===== src/rtl/axi_read_scheduler.sv =====
// Shares one AXI read AR/R channel among N_MASTERS requesters, one burst outstanding at a time.
// Define AXI_READ_SCHED_FIXED_PRIO_EN for fixed priority (lowest index wins) instead of round-robin.
module axi_read_scheduler #(
  parameter int unsigned N_MASTERS = 3,
  parameter int unsigned ADDR_W    = 26,
  parameter int unsigned DATA_W    = 32,
  parameter int unsigned LEN_W     = 4
) (
  input  logic                            clk,
  input  logic                            rst,
  input  logic [N_MASTERS-1:0]            m_arvalid,
  input  logic [N_MASTERS*ADDR_W-1:0]     m_araddr,
  input  logic [N_MASTERS*LEN_W-1:0]      m_arlen,
  output logic [N_MASTERS-1:0]            m_arready,
  output logic [N_MASTERS-1:0]            m_rvalid,
  output logic [N_MASTERS-1:0]            m_rlast,
  output logic [DATA_W-1:0]               m_rdata,
  input  logic [N_MASTERS-1:0]            m_rready,
  output logic                            ARVALID,
  input  logic                            ARREADY,
  output logic [3:0]                      ARID,
  output logic [LEN_W-1:0]                ARLEN,
  output logic [ADDR_W-1:0]               ARADDR,
  input  logic                            RVALID,
  output logic                            RREADY,
  input  logic                            RLAST,
  input  logic [3:0]                      RID,
  input  logic [DATA_W-1:0]               RDATA,
  output logic                            busy,
  output logic [$clog2(N_MASTERS)-1:0]    grant_idx,
  output logic                            len_err
);

  localparam int unsigned IDX_W  = $clog2(N_MASTERS);
  localparam int unsigned BEAT_W = LEN_W + 1;

  typedef enum logic [1:0] {S_IDLE, S_ADDR, S_DATA} state_t;

  state_t             state_q, state_d;
  logic [IDX_W-1:0]   g_q;
  logic [IDX_W-1:0]   rr_ptr;
  logic [ADDR_W-1:0]  addr_q;
  logic [LEN_W-1:0]   len_q;
  logic [BEAT_W-1:0]  beat_q;
  logic               len_err_q;
  logic               arb_hit;
  logic [IDX_W-1:0]   arb_idx;
  logic               r_hs;

  // Arbiter: first requester at or after rr_ptr (or lowest index in fixed-priority builds)
  always_comb begin
    arb_hit = 1'b0;
    arb_idx = '0;
`ifdef AXI_READ_SCHED_FIXED_PRIO_EN
    for (int i = 0; i < int'(N_MASTERS); i++) begin
      if (!arb_hit && m_arvalid[i]) begin
        arb_hit = 1'b1;
        arb_idx = IDX_W'(i);
      end
    end
`else
    for (int i = 0; i < int'(N_MASTERS); i++) begin
      if (!arb_hit && m_arvalid[(int'(rr_ptr) + i) % int'(N_MASTERS)]) begin
        arb_hit = 1'b1;
        arb_idx = IDX_W'((int'(rr_ptr) + i) % int'(N_MASTERS));
      end
    end
`endif
  end

  assign r_hs = (state_q == S_DATA) && RVALID && m_rready[g_q];

  always_ff @(posedge clk or posedge rst) begin
    if (rst) state_q <= S_IDLE;
    else     state_q <= state_d;
  end

  // Next state and channel steering; the R path is purely combinational
  always_comb begin
    state_d   = state_q;
    ARVALID   = 1'b0;
    RREADY    = 1'b0;
    m_arready = '0;
    m_rvalid  = '0;
    m_rlast   = '0;
    m_rdata   = '0;
    case (state_q)
      S_IDLE: if (arb_hit) state_d = S_ADDR;
      S_ADDR: begin
        ARVALID        = 1'b1;
        m_arready[g_q] = ARREADY;
        if (ARREADY) state_d = S_DATA;
      end
      S_DATA: begin
        RREADY        = m_rready[g_q];
        m_rvalid[g_q] = RVALID;
        m_rlast[g_q]  = RLAST;
        m_rdata       = RDATA;
        if (r_hs && RLAST) state_d = S_IDLE;
      end
      default: state_d = S_IDLE;
    endcase
  end

  // Grant latches, beat counter, sticky error and round-robin pointer
  always_ff @(posedge clk or posedge rst) begin
    if (rst) begin
      g_q       <= '0;
      rr_ptr    <= '0;
      addr_q    <= '0;
      len_q     <= '0;
      beat_q    <= '0;
      len_err_q <= 1'b0;
    end else begin
      if (state_q == S_IDLE && arb_hit) begin
        g_q    <= arb_idx;
        addr_q <= m_araddr[arb_idx*ADDR_W +: ADDR_W];
        len_q  <= m_arlen[arb_idx*LEN_W +: LEN_W];
      end
      if (state_q == S_ADDR) beat_q <= '0;
      else if (r_hs && beat_q != '1) beat_q <= beat_q + BEAT_W'(1);
      if (state_q == S_DATA) begin
        if (RVALID && RID != 4'(g_q)) len_err_q <= 1'b1;
        if (r_hs && RLAST && beat_q != BEAT_W'(len_q)) len_err_q <= 1'b1;
        if (r_hs && !RLAST && beat_q >= BEAT_W'(len_q)) len_err_q <= 1'b1;
`ifndef AXI_READ_SCHED_FIXED_PRIO_EN
        if (r_hs && RLAST)
          rr_ptr <= (g_q == IDX_W'(N_MASTERS - 1)) ? '0 : g_q + IDX_W'(1);
`endif
      end
    end
  end

  assign ARADDR    = addr_q;
  assign ARLEN     = len_q;
  assign ARID      = 4'(g_q);
  assign busy      = (state_q != S_IDLE);
  assign grant_idx = g_q;
  assign len_err   = len_err_q;

endmodule


===== config.mk =====
export PLATFORM = sky130hd
export DESIGN_NAME = axi_read_scheduler
export DESIGN_NICKNAME = d
export VERILOG_FILES = /design/src/rtl/axi_read_scheduler.sv
export SDC_FILE = /design/constraint.sdc
export NUM_CORES = 1
export LEC_CHECK = 0
export BUFFER_PORTS_ARGS = -buffer_cell sky130_fd_sc_hd__buf_2
export CORE_AREA = 3 3 93 95
export DETAILED_ROUTE_END_ITERATION = 10
export DIE_AREA = 0 0 96 98
export PLACE_DENSITY_LB_ADDON = 0.05
export SYNTH_ARGS = -nofsm -noshare
export SYNTH_HDL_FRONTEND = slang
export SYNTH_SLANG_ARGS = --single-unit

===== constraint.sdc =====
create_clock -name clk -period 1.9 [get_ports clk]
set_input_delay 0.38 -clock clk [delete_from_list [all_inputs] [get_ports clk]]
set_output_delay 0.38 -clock clk [all_outputs]
set_load 0.01 [all_outputs]

* After elaboration in Yosys (flattened, before gate mapping)
Cells that the tools add are included.
Operators by class: $add $sub $neg 4, divide/modulo/power cells 3, reductions and logical operators 22, equality and inequality tests 9, shifts and indexed selects 2, muxes and demuxes 35, order comparisons 6, bitwise operators 3, multiply operators 1
Operator list (number):
- less-than comparator 32 x 4 -> 1 bit, second input constant | 3
- indexed part select 78 x 8 -> 26 bit | 1
- remainder unit 32 x 3 -> 32 bit, second input constant | 2
- remainder unit 3 x 3 -> 32 bit, second input constant | 1
- 2-to-1 mux 32 bit | 1
- 2-to-1 mux 1 bit | 16
- 2-to-1 mux 2 bit | 7
- logical AND 1 bit | 12
- indexed part select 12 x 5 -> 4 bit | 1
- 2-to-1 mux 5 bit | 2
- AND 3 bit | 3
- 2-to-1 mux 3 bit | 3
- binary-select mux 1 bit (select 2 bit) | 4
- multiplier 2 x 4 -> 6 bit, second input constant | 1
- one-hot mux 2 bit (3 select lines) | 1
- adder 5 x 1 -> 5 bit, second input constant | 1
- >= comparator 5 x 4 -> 1 bit | 1
- inequality test 5 x 4 -> 1 bit | 1
- inequality test 5 bit, second input constant | 1
- equality test 2 bit, second input constant | 2
- inequality test 2 bit, second input constant | 2
- inequality test 4 x 2 -> 1 bit | 1
- AND reduction 2 bit | 2
- nonzero test 2 bit | 2
- 12 further kinds | 14
Storage, ports and cells: output and inout port bits 81, bits of input ports 137, logic and storage cells 92, bits in registers 42

* Longest topological paths before layout
Gate-level depths: netlist (run 1).
word-level depth 13, gate-level depth with buffers 10, depth with buffers taken out 7

* Worst setup path before layout (run 1)
Ideal clock, no wire load.
path type register to register, start point register rr_ptr[0], end point register addr_q[0], in the netlist ARADDR[0], path buffers 1, required time 1.769 ns, slack -0.166 ns, arrival time 1.934 ns, period minus slack after synthesis 2.066 ns, cell stages (with the launch flop) 8, setup time 0.131 ns, path through dfrtp_1 > inv_1 > ha_1 > maj3_1 > o221ai_1 > buf_2 > mux2i_1 > o211ai_1
Between the ends: longest elaborated chain between the ends 13, elaborated cells on any way between the ends 27, classes of those cells add/sub (2); mul (1); div (3); shift (1); mux (15); reduce/logical (5)
Ends and longest elaborated chain:
- start, declared | RTL line 41 | logic [IDX_W-1:0] rr_ptr;
- start signal, assigned | RTL line 128 | rr_ptr <= (g_q == IDX_W'(N_MASTERS - 1)) ? '0 : g_q + IDX_W'(1);
- parallel branches: the longest is 13 deep, another holds remainder unit 32 x 3 -> 32 bit
- end signal, assigned | RTL line 117 | addr_q <= m_araddr[arb_idx*ADDR_W +: ADDR_W];
- end, declared | RTL line 42 | logic [ADDR_W-1:0] addr_q;
Several ways; the timed one is not identified. The select of a mux whose other input is x is not followed. A chain may end at the register's enable or synchronous reset.

* Worst setup path after layout (run 1)
start point register rr_ptr[0], end point register addr_q[17], in the netlist ARADDR[17]
The elaborated chain is that of the path after synthesis.

==> impl_metrics.prom, run 1 <==
# TYPE chip_impl_metric gauge
chip_impl_info{name="layout.cells.most_common",value="sky130_fd_sc_hd__buf_2"} 1
chip_impl_metric{name="clock.fmax",unit="GHz"} 0.529
chip_impl_info{name="timing_worst_setup_path_type",value="reg -> reg"} 1
chip_impl_metric{name="io_pins",unit=""} 218
chip_impl_metric{name="drcViolationCount",unit=""} 0
chip_impl_metric{name="drt_iter0_drc",unit=""} 57
chip_impl_metric{name="cell_variety_after_synth",unit=""} 43
chip_impl_metric{name="die_h",unit="um"} 98
chip_impl_info{name="tritoncts",value="yes"} 1
chip_impl_metric{name="synth_largest_type_area_fraction",unit=""} 0.375
chip_impl_info{name="cts.root.buffer_cell",value="sky130_fd_sc_hd__clkbuf_8"} 1
chip_impl_metric{name="yosys_warnings",unit=""} 0
chip_impl_metric{name="num_antenna_cells",unit=""} 0
chip_impl_metric{name="hold_ws",unit="ns"} 0.103
chip_impl_metric{name="final_worst_path_period_need",unit="ns"} 1.89
chip_impl_metric{name="floorplan.initialDensity",unit=""} 0.359
chip_impl_metric{name="die-area",unit="mm2"} 0.00941
chip_impl_metric{name="synth-async-reset-ratio",unit=""} 1.00
chip_impl_metric{name="grt_pass1_wl",unit="um"} 14800
chip_impl_metric{name="routabilityCongestion",unit=""} 0.835
chip_impl_info{name="mostFrequentLayoutCells",value="sky130_fd_sc_hd__buf_2 (215), sky130_fd_sc_hd__dfrtp_1 (41), sky130_fd_sc_hd__nand2_1 (40)"} 1
chip_impl_metric{name="grtUsageTotal",unit=""} 0.196
chip_impl_metric{name="cts.path.max_buffers",unit=""} 2
chip_impl_info{name="unrepaired_setup_endpoints_after_global_routing",value="true"} 1
chip_impl_metric{name="dp_hpwl",unit="um"} 7290
chip_impl_metric{name="drive_gt1_frac",unit=""} 0.513
chip_impl_metric{name="viasPerCell",unit=""} 4.78
chip_impl_metric{name="port-buffer-count",unit=""} 215
chip_impl_metric{name="finalInstanceArea",unit="mm2"} 0.00447
chip_impl_metric{name="synthesis.area",unit="mm2"} 0.00281
chip_impl_metric{name="total_leakage_power",unit="nW"} 2.48
chip_impl_metric{name="final-hold-violation-count",unit=""} 0
chip_impl_metric{name="drtPass1Iterations",unit=""} 4
chip_impl_info{name="setup.worst_path.start_class",value="register"} 1
chip_impl_metric{name="numPlacedInstances",unit=""} 636
chip_impl_metric{name="number_of_failing_setup_endpoints_in_the_final_timing_report",unit=""} 0
chip_impl_info{name="synth.top_cells.by_area",value="sky130_fd_sc_hd__dfrtp_1 (37%), sky130_fd_sc_hd__mux2i_1 (12%), sky130_fd_sc_hd__o211ai_1 (8.0%)"} 1
chip_impl_metric{name="end_of_flow_core_utilization",unit=""} 0.573
chip_impl_metric{name="grt_antenna_before_repair",unit=""} 0
chip_impl_metric{name="slew_violations",unit=""} 0
chip_impl_metric{name="peakVddDrop",unit="V"} 0.000902
chip_impl_metric{name="sequential_cell_area",unit="mm2"} 0.00105
chip_impl_metric{name="critical_path_arrival",unit="ns"} 2.06
chip_impl_metric{name="synth_edf_count",unit=""} 0
chip_impl_metric{name="cp.required",unit="ns"} 2.07
chip_impl_metric{name="pin_count_of_the_biggest_net_entering_global_routing",unit=""} 43
chip_impl_info{name="critPathCaptureType",value="register"} 1
chip_impl_metric{name="final_wirelength",unit="um"} 9600
chip_impl_metric{name="core.rowCount",unit=""} 32
chip_impl_metric{name="route.vias.total",unit=""} 3125
chip_impl_metric{name="max_cap_viol_count",unit=""} 0
chip_impl_metric{name="die_width",unit="um"} 96
chip_impl_metric{name="area_delta_synth_final",unit="%"} 59.5
chip_impl_metric{name="numClockSinks",unit=""} 42
chip_impl_metric{name="wire_per_inst",unit="um"} 14.7
chip_impl_info{name="status",value="complete, no violations"} 1
chip_impl_metric{name="detail-route-antenna-nets",unit=""} 0
chip_impl_metric{name="area_of_the_multi_input_gates",unit="mm2"} 0.00168
chip_impl_metric{name="worstPathMaxFanout",unit=""} 9
chip_impl_metric{name="placed_area",unit="mm2"} 0.00416
chip_impl_metric{name="grt.overflow.total",unit=""} 0
chip_impl_info{name="hold_path.class",value="in -> async"} 1
chip_impl_metric{name="worstSkewPairLatency",unit="ns"} 0.30
chip_impl_info{name="synth-main-ff-cell",value="sky130_fd_sc_hd__dfrtp_1"} 1
chip_impl_metric{name="post_synth.cell_area_avg",unit="um2"} 8.74
chip_impl_metric{name="clkSlewWorstSetupHoldPaths",unit="ns"} 0.09
chip_impl_metric{name="h-tree-depth",unit=""} 2
chip_impl_metric{name="total_power_density_per_cell_area",unit="mW/mm2"} 1490
chip_impl_metric{name="floorplan.core_area",unit="mm2"} 0.00781
chip_impl_metric{name="cts_buffers",unit=""} 5
chip_impl_metric{name="fin_crit_sh",unit=""} 0.995
chip_impl_metric{name="n_fill_cell",unit=""} 782
chip_impl_metric{name="via_count_of_the_first_global_routing_pass",unit=""} 3039
chip_impl_metric{name="yosysSeqAreaShare",unit=""} 0.375
chip_impl_metric{name="ys_ff_latch",unit=""} 42
chip_impl_metric{name="syn_inst",unit=""} 321
chip_impl_metric{name="final.setup_skew",unit="ns"} 0.0134
chip_impl_metric{name="final_nets",unit=""} 696
chip_impl_metric{name="instances_no_fill",unit=""} 654
chip_impl_info{name="synth.largest_area_cell",value="sky130_fd_sc_hd__dfrtp_1"} 1
## registers in the layout, summed over array words and instances, names as in the netlist
name,flops
ARADDR,26
beat_q,5
ARLEN,4
grant_idx,2
rr_ptr,2
state_q,2
len_err,1
## synthesized netlist by cell type (4+ instances only)
cell                        n
sky130_fd_sc_hd__dfrtp_1   42
sky130_fd_sc_hd__nand2_1   40
sky130_fd_sc_hd__mux2i_1   34
sky130_fd_sc_hd__and2_1    33
sky130_fd_sc_hd__nand3_1   32
sky130_fd_sc_hd__o211ai_1  30
sky130_fd_sc_hd__clkbuf_1  15
sky130_fd_sc_hd__inv_1     13
sky130_fd_sc_hd__nor2_1    13
sky130_fd_sc_hd__ha_1       8
sky130_fd_sc_hd__buf_2      7
sky130_fd_sc_hd__o21ai_0    6
sky130_fd_sc_hd__a21oi_1    5
sky130_fd_sc_hd__buf_4      4
sky130_fd_sc_hd__nand2b_1   4
sky130_fd_sc_hd__nor3_1     4
## worst max-delay path: stages (launching register included)
cell and delay, ns:
sky130_fd_sc_hd__dfrtp_1 0.39, sky130_fd_sc_hd__inv_2 0.08, sky130_fd_sc_hd__ha_4 0.21, sky130_fd_sc_hd__maj3_2 0.32, sky130_fd_sc_hd__o221ai_4 0.22, sky130_fd_sc_hd__buf_6 0.23, sky130_fd_sc_hd__mux2i_2 0.22, sky130_fd_sc_hd__o211ai_1 0.11
## cell type report
class / instances / area share
Clock inverter: 2 / 0.00280
Sequential cell: 42 / 0.235
Tap cell: 102 / 0.0285
Inverter: 13 / 0.0109
Timing Repair Buffer: 250 / 0.328
Clock buffer: 6 / 0.0185
Multi-Input combinational cell: 239 / 0.376
## cells by family (layout without fill, tap and decap cells)
kind of cell / count (synthesis) / after routing / share of synthesized area
adder cells (fa/ha/maj): 9 / 9 / 0.0393
other: 1 / 2 / 0.00134
multiplexers: 34 / 34 / 0.121
AND/OR/NAND/NOR: 140 / 140 / 0.257
flip-flops: 42 / 42 / 0.375
buffers and inverters: 41 / 271 / 0.0674
AO/OA/AOI/OAI: 50 / 50 / 0.126
XOR/XNOR: 4 / 4 / 0.0125
## final timing paths
kind / cells past startpoint / endpoint / from / slack (ns)
max in group asynchronous: 3 / grant_idx[1]$_DFFE_PP0P_ / rst / 1.55
min reg2reg: 1 / len_err$_DFFE_PP0P_ / len_err$_DFFE_PP0P_ / 0.46
max: 7 / ARADDR[17]$_DFFE_PP0P_ / rr_ptr[0]$_DFFE_PP0P_ / 0.009
min in group clk: 2 / state_q[0]$_DFFE_PP0P_ / ARREADY / 0.30
max reg2reg: 7 / ARADDR[17]$_DFFE_PP0P_ / rr_ptr[0]$_DFFE_PP0P_ / 0.009
min: 3 / ARADDR[9]$_DFFE_PP0P_ / rst / 0.10
## repair_timing
item,in CTS,in global routing
hold endpoints to repair,0,0
hold buffers,0,0
gates resized for setup,15,15
buffers inserted,4,4
cloned,2,2
setup endpoints to repair,31,68
pin swaps,4,9
## where the power goes
part | internal, mW | switching, mW
logic | 2.19 | 2.30
clock network | 0.293 | 0.323
registers | 1.30 | 0.252
total | 3.79 | 2.88
## through the flow
step           setup TNS [ns]  total power, mW  worst slack [ns]
2_1_floorplan        -0.00847             3.99          -0.00847
3_3_place_gp            -2.42             5.48           -0.0983
3_5_place_dp            -2.68             5.55            -0.120
4_1_cts                -0.446             6.57           -0.0487
5_1_grt                 -1.51             7.19           -0.0796
6_report                    0             6.67           0.00913
## routing by layer
metal / GRT usage / up-vias / share of wire
li1: - / 1572 / -
met1: 0.239 / 1424 / 0.40
met2: 0.348 / 123 / 0.51
met3: 0.0416 / 6 / 0.080
met4: 0.0449 / 0 / 0.011
met5: 0 / - / 0
No activity file was read; power rests on OpenSTA's default activity.
==> run 2, diff against run 1 <==
- CELL_PAD_IN_SITES_DETAIL_PLACEMENT: default -> 1
- CELL_PAD_IN_SITES_GLOBAL_PLACEMENT: default -> 1
- CORE_AREA: 3 3 93 95 -> 3 3 113 115
- DIE_AREA: 0 0 96 98 -> 0 0 116 118
==> run 2 against run 1 <==
Net effect:
- the flow now finishes with violations (setup timing)
- power rose by 10%
- combinational power rose by 6.9%
- hold slack got worse by 0.0021 ns
- sequential power barely moved
- cell area rose by 4.9%
- first-iteration DRC count rose by 12%
- clock power rose by 60%
==> impl_metrics.prom, run 2 (synthesis results as in run 1) <==
# TYPE chip_impl_metric gauge
chip_impl_metric{name="number_of_failing_setup_endpoints_in_the_final_timing_report",unit=""} 30
chip_impl_metric{name="fin_crit_sh",unit=""} 1.05
chip_impl_metric{name="floorplan.initialDensity",unit=""} 0.236
chip_impl_metric{name="final_worst_path_period_need",unit="ns"} 2.00
chip_impl_metric{name="rrSetupSlack",unit="ns"} -0.1
chip_impl_metric{name="port-buffer-count",unit=""} 215
chip_impl_info{name="r2r_start",value="rr_ptr[0]$_DFFE_PP0P_"} 1
chip_impl_info{name="timing_worst_setup_path_type",value="reg -> reg"} 1
chip_impl_metric{name="route.vias.total",unit=""} 3223
chip_impl_info{name="crit_reg_reg_endpoint",value="ARADDR[24]$_DFFE_PP0P_"} 1
chip_impl_info{name="setup.worst_path.start_class",value="register"} 1
chip_impl_metric{name="cell_internal_pwr",unit="mW"} 4.25
chip_impl_metric{name="wire_per_inst",unit="um"} 16.8
chip_impl_metric{name="combPwrFrac",unit=""} 0.655
chip_impl_metric{name="total_leakage_power",unit="nW"} 2.54
chip_impl_metric{name="clkSlewWorstSetupHoldPaths",unit="ns"} 0.06
chip_impl_metric{name="area_delta_synth_final",unit="%"} 67.3
chip_impl_metric{name="final.setup_skew",unit="ns"} 0.0105
chip_impl_metric{name="drt_iter0_drc",unit=""} 64
chip_impl_metric{name="clock.fmax",unit="GHz"} 0.501
chip_impl_metric{name="hold_ws",unit="ns"} 0.101
chip_impl_metric{name="viasPerCell",unit=""} 4.62
chip_impl_metric{name="floorplan.core_area",unit="mm2"} 0.0119
chip_impl_metric{name="rr_worst_depth",unit=""} 9
chip_impl_metric{name="total_power_density_per_cell_area",unit="mW/mm2"} 1570
chip_impl_metric{name="routabilityCongestion",unit=""} 0.735
chip_impl_info{name="mostFrequentLayoutCells",value="sky130_fd_sc_hd__buf_2 (215), sky130_fd_sc_hd__dfrtp_1 (42), sky130_fd_sc_hd__nand2_1 (40)"} 1
chip_impl_metric{name="power_switching_share",unit=""} 0.422
chip_impl_metric{name="finalWorstSetupSlack",unit="ns"} -0.0958
chip_impl_metric{name="h-tree-depth",unit=""} 2
chip_impl_metric{name="grt_pass1_wl",unit="um"} 18100
chip_impl_metric{name="largest_register_ff_count",unit=""} 26
chip_impl_info{name="critPathCaptureType",value="register"} 1
chip_impl_metric{name="final-hold-violation-count",unit=""} 0
chip_impl_metric{name="detail-route-antenna-nets",unit=""} 0
chip_impl_metric{name="via_count_of_the_first_global_routing_pass",unit=""} 3430
chip_impl_metric{name="cts_hold_buffers",unit=""} 0
chip_impl_metric{name="grtUsageTotal",unit=""} 0.165
chip_impl_metric{name="end_of_flow_core_utilization",unit=""} 0.394
chip_impl_info{name="status",value="complete, but fails checks"} 1
chip_impl_metric{name="final_wirelength",unit="um"} 11700
chip_impl_metric{name="die-area",unit="mm2"} 0.0137
chip_impl_metric{name="grt.overflow.total",unit=""} 0
chip_impl_metric{name="numClockSinks",unit=""} 42
chip_impl_info{name="cts.root.buffer_cell",value="sky130_fd_sc_hd__clkbuf_16"} 1
chip_impl_metric{name="dp_hpwl",unit="um"} 8790
chip_impl_metric{name="core.rowCount",unit=""} 40
chip_impl_metric{name="grt_antenna_before_repair",unit=""} 0
chip_impl_info{name="unrepaired_setup_endpoints_after_global_routing",value="true"} 1
chip_impl_metric{name="seq_power_share",unit=""} 0.211
chip_impl_metric{name="cp.required",unit="ns"} 2.09
chip_impl_metric{name="critical_path_arrival",unit="ns"} 2.19
chip_impl_metric{name="max_cap_viol_count",unit=""} 0
chip_impl_metric{name="drtPass1Iterations",unit=""} 4
chip_impl_metric{name="power_frac_clock",unit=""} 0.134
chip_impl_metric{name="cts.path.max_buffers",unit=""} 2
chip_impl_info{name="tritoncts",value="yes"} 1
chip_impl_metric{name="slew_violations",unit=""} 0
chip_impl_metric{name="drcViolationCount",unit=""} 0
chip_impl_metric{name="drive_gt1_frac",unit=""} 0.518
chip_impl_metric{name="final_nets",unit=""} 694
chip_impl_metric{name="die_h",unit="um"} 118
chip_impl_metric{name="power.net_switching",unit="mW"} 3.10
chip_impl_metric{name="worstSkewPairLatency",unit="ns"} 0.29
chip_impl_metric{name="cts_buffers",unit=""} 5
chip_impl_metric{name="peakVddDrop",unit="V"} 0.000704
chip_impl_info{name="hold_path.class",value="in -> async"} 1
chip_impl_info{name="layout.cells.most_common",value="sky130_fd_sc_hd__buf_2"} 1
chip_impl_info{name="violations",value="setup timing"} 1
chip_impl_metric{name="pin_count_of_the_biggest_net_entering_global_routing",unit=""} 33
chip_impl_metric{name="num_antenna_cells",unit=""} 0
chip_impl_metric{name="die_width",unit="um"} 116
chip_impl_metric{name="io_pins",unit=""} 218
chip_impl_metric{name="worstPathMaxFanout",unit=""} 8
-- run 2: changes by cell type in the layout (fill, tap and decap cells not counted), sizes merged --
cell,before,now
bufbuf,0,1
bufinv,0,1
clkinv,1,0
clkinvlp,1,0
buf,248,246
-- run 2: metrics by stage --
stage               TNS [ns]  power (mW)  cell area, um2  worst slack (ns)  cells
finish                 -2.24        7.35            4690           -0.0958    697
global route           -5.76        7.96            4690            -0.227    697
CTS                    -1.95        7.29            4600           -0.0827    695
detailed placement     -3.89        5.66            4210            -0.147    682
global placement       -1.83        5.58            4210           -0.0748    682
floorplan           -0.00847        3.99            2860          -0.00847    322
-- run 2: routing by layer --
layer  vias to the layer above  global-route usage  wire length, um
met2                       125               0.294             5920
met4                         0              0.0283               72
met1                      1518               0.202             4870
li1                       1574                   -                -
met3                         6              0.0406              824
met5                         -                   0                0
-- run 2: layout make-up --
| cell class | count | area [um2] |
|---|---|---|
| clock buffer | 7 | 133 |
| fill | 1446 | 7220 |
| inverter | 13 | 48.8 |
| multi-input combinational | 239 | 1750 |
| sequential | 42 | 1050 |
| tap | 147 | 184 |
| clock inverter | 1 | 30.0 |
| timing repair buffer | 248 | 1500 |
-- run 2: repair_timing --
| action | in CTS | in global routing |
|---|---|---|
| hold endpoints to repair | 0 | 0 |
| buffers inserted | 2 | 1 |
| endpoints found under the setup margin | 32 | 69 |
| gates resized for setup | 25 | 14 |
| cloned | 3 | 1 |
| pin swaps | 10 | 14 |
-- run 2: power groups by stage --
stage | clock, mW | sequential, mW | combinational (mW)
2_1_floorplan | 0 | 1.68 | 2.31
4_1_cts | 1.01 | 1.56 | 4.72
5_1_grt | 1.05 | 1.61 | 5.30
3_3_place_gp | 0 | 1.56 | 4.01
3_5_place_dp | 0 | 1.56 | 4.09
6_report | 0.985 | 1.55 | 4.81
-- run 2: worst max path at each step --
stage,from,to,cells past startpoint
after floorplan,grant_idx[1]$_DFFE_PP0P_,beat_q[3]$_DFFE_PP0P_,7
after CTS,rr_ptr[0]$_DFFE_PP0P_,ARADDR[8]$_DFFE_PP0P_,8
after detailed placement,rr_ptr[0]$_DFFE_PP0P_,ARLEN[2]$_DFFE_PP0P_,9
after global routing,rr_ptr[0]$_DFFE_PP0P_,ARADDR[24]$_DFFE_PP0P_,9
final,rr_ptr[0]$_DFFE_PP0P_,ARADDR[24]$_DFFE_PP0P_,9
after global placement,rr_ptr[0]$_DFFE_PP0P_,ARADDR[0]$_DFFE_PP0P_,9
-- run 2: critical path: stages, from the launching register on --
cell and delay [ns]:
sky130_fd_sc_hd__dfrtp_1 0.40, sky130_fd_sc_hd__inv_2 0.08, sky130_fd_sc_hd__ha_4 0.20, sky130_fd_sc_hd__buf_6 0.13
sky130_fd_sc_hd__nor4bb_4 0.15, sky130_fd_sc_hd__a211oi_2 0.27, sky130_fd_sc_hd__and2_4 0.21, sky130_fd_sc_hd__nand2b_4 0.11
sky130_fd_sc_hd__buf_12 0.17, sky130_fd_sc_hd__o211ai_1 0.18
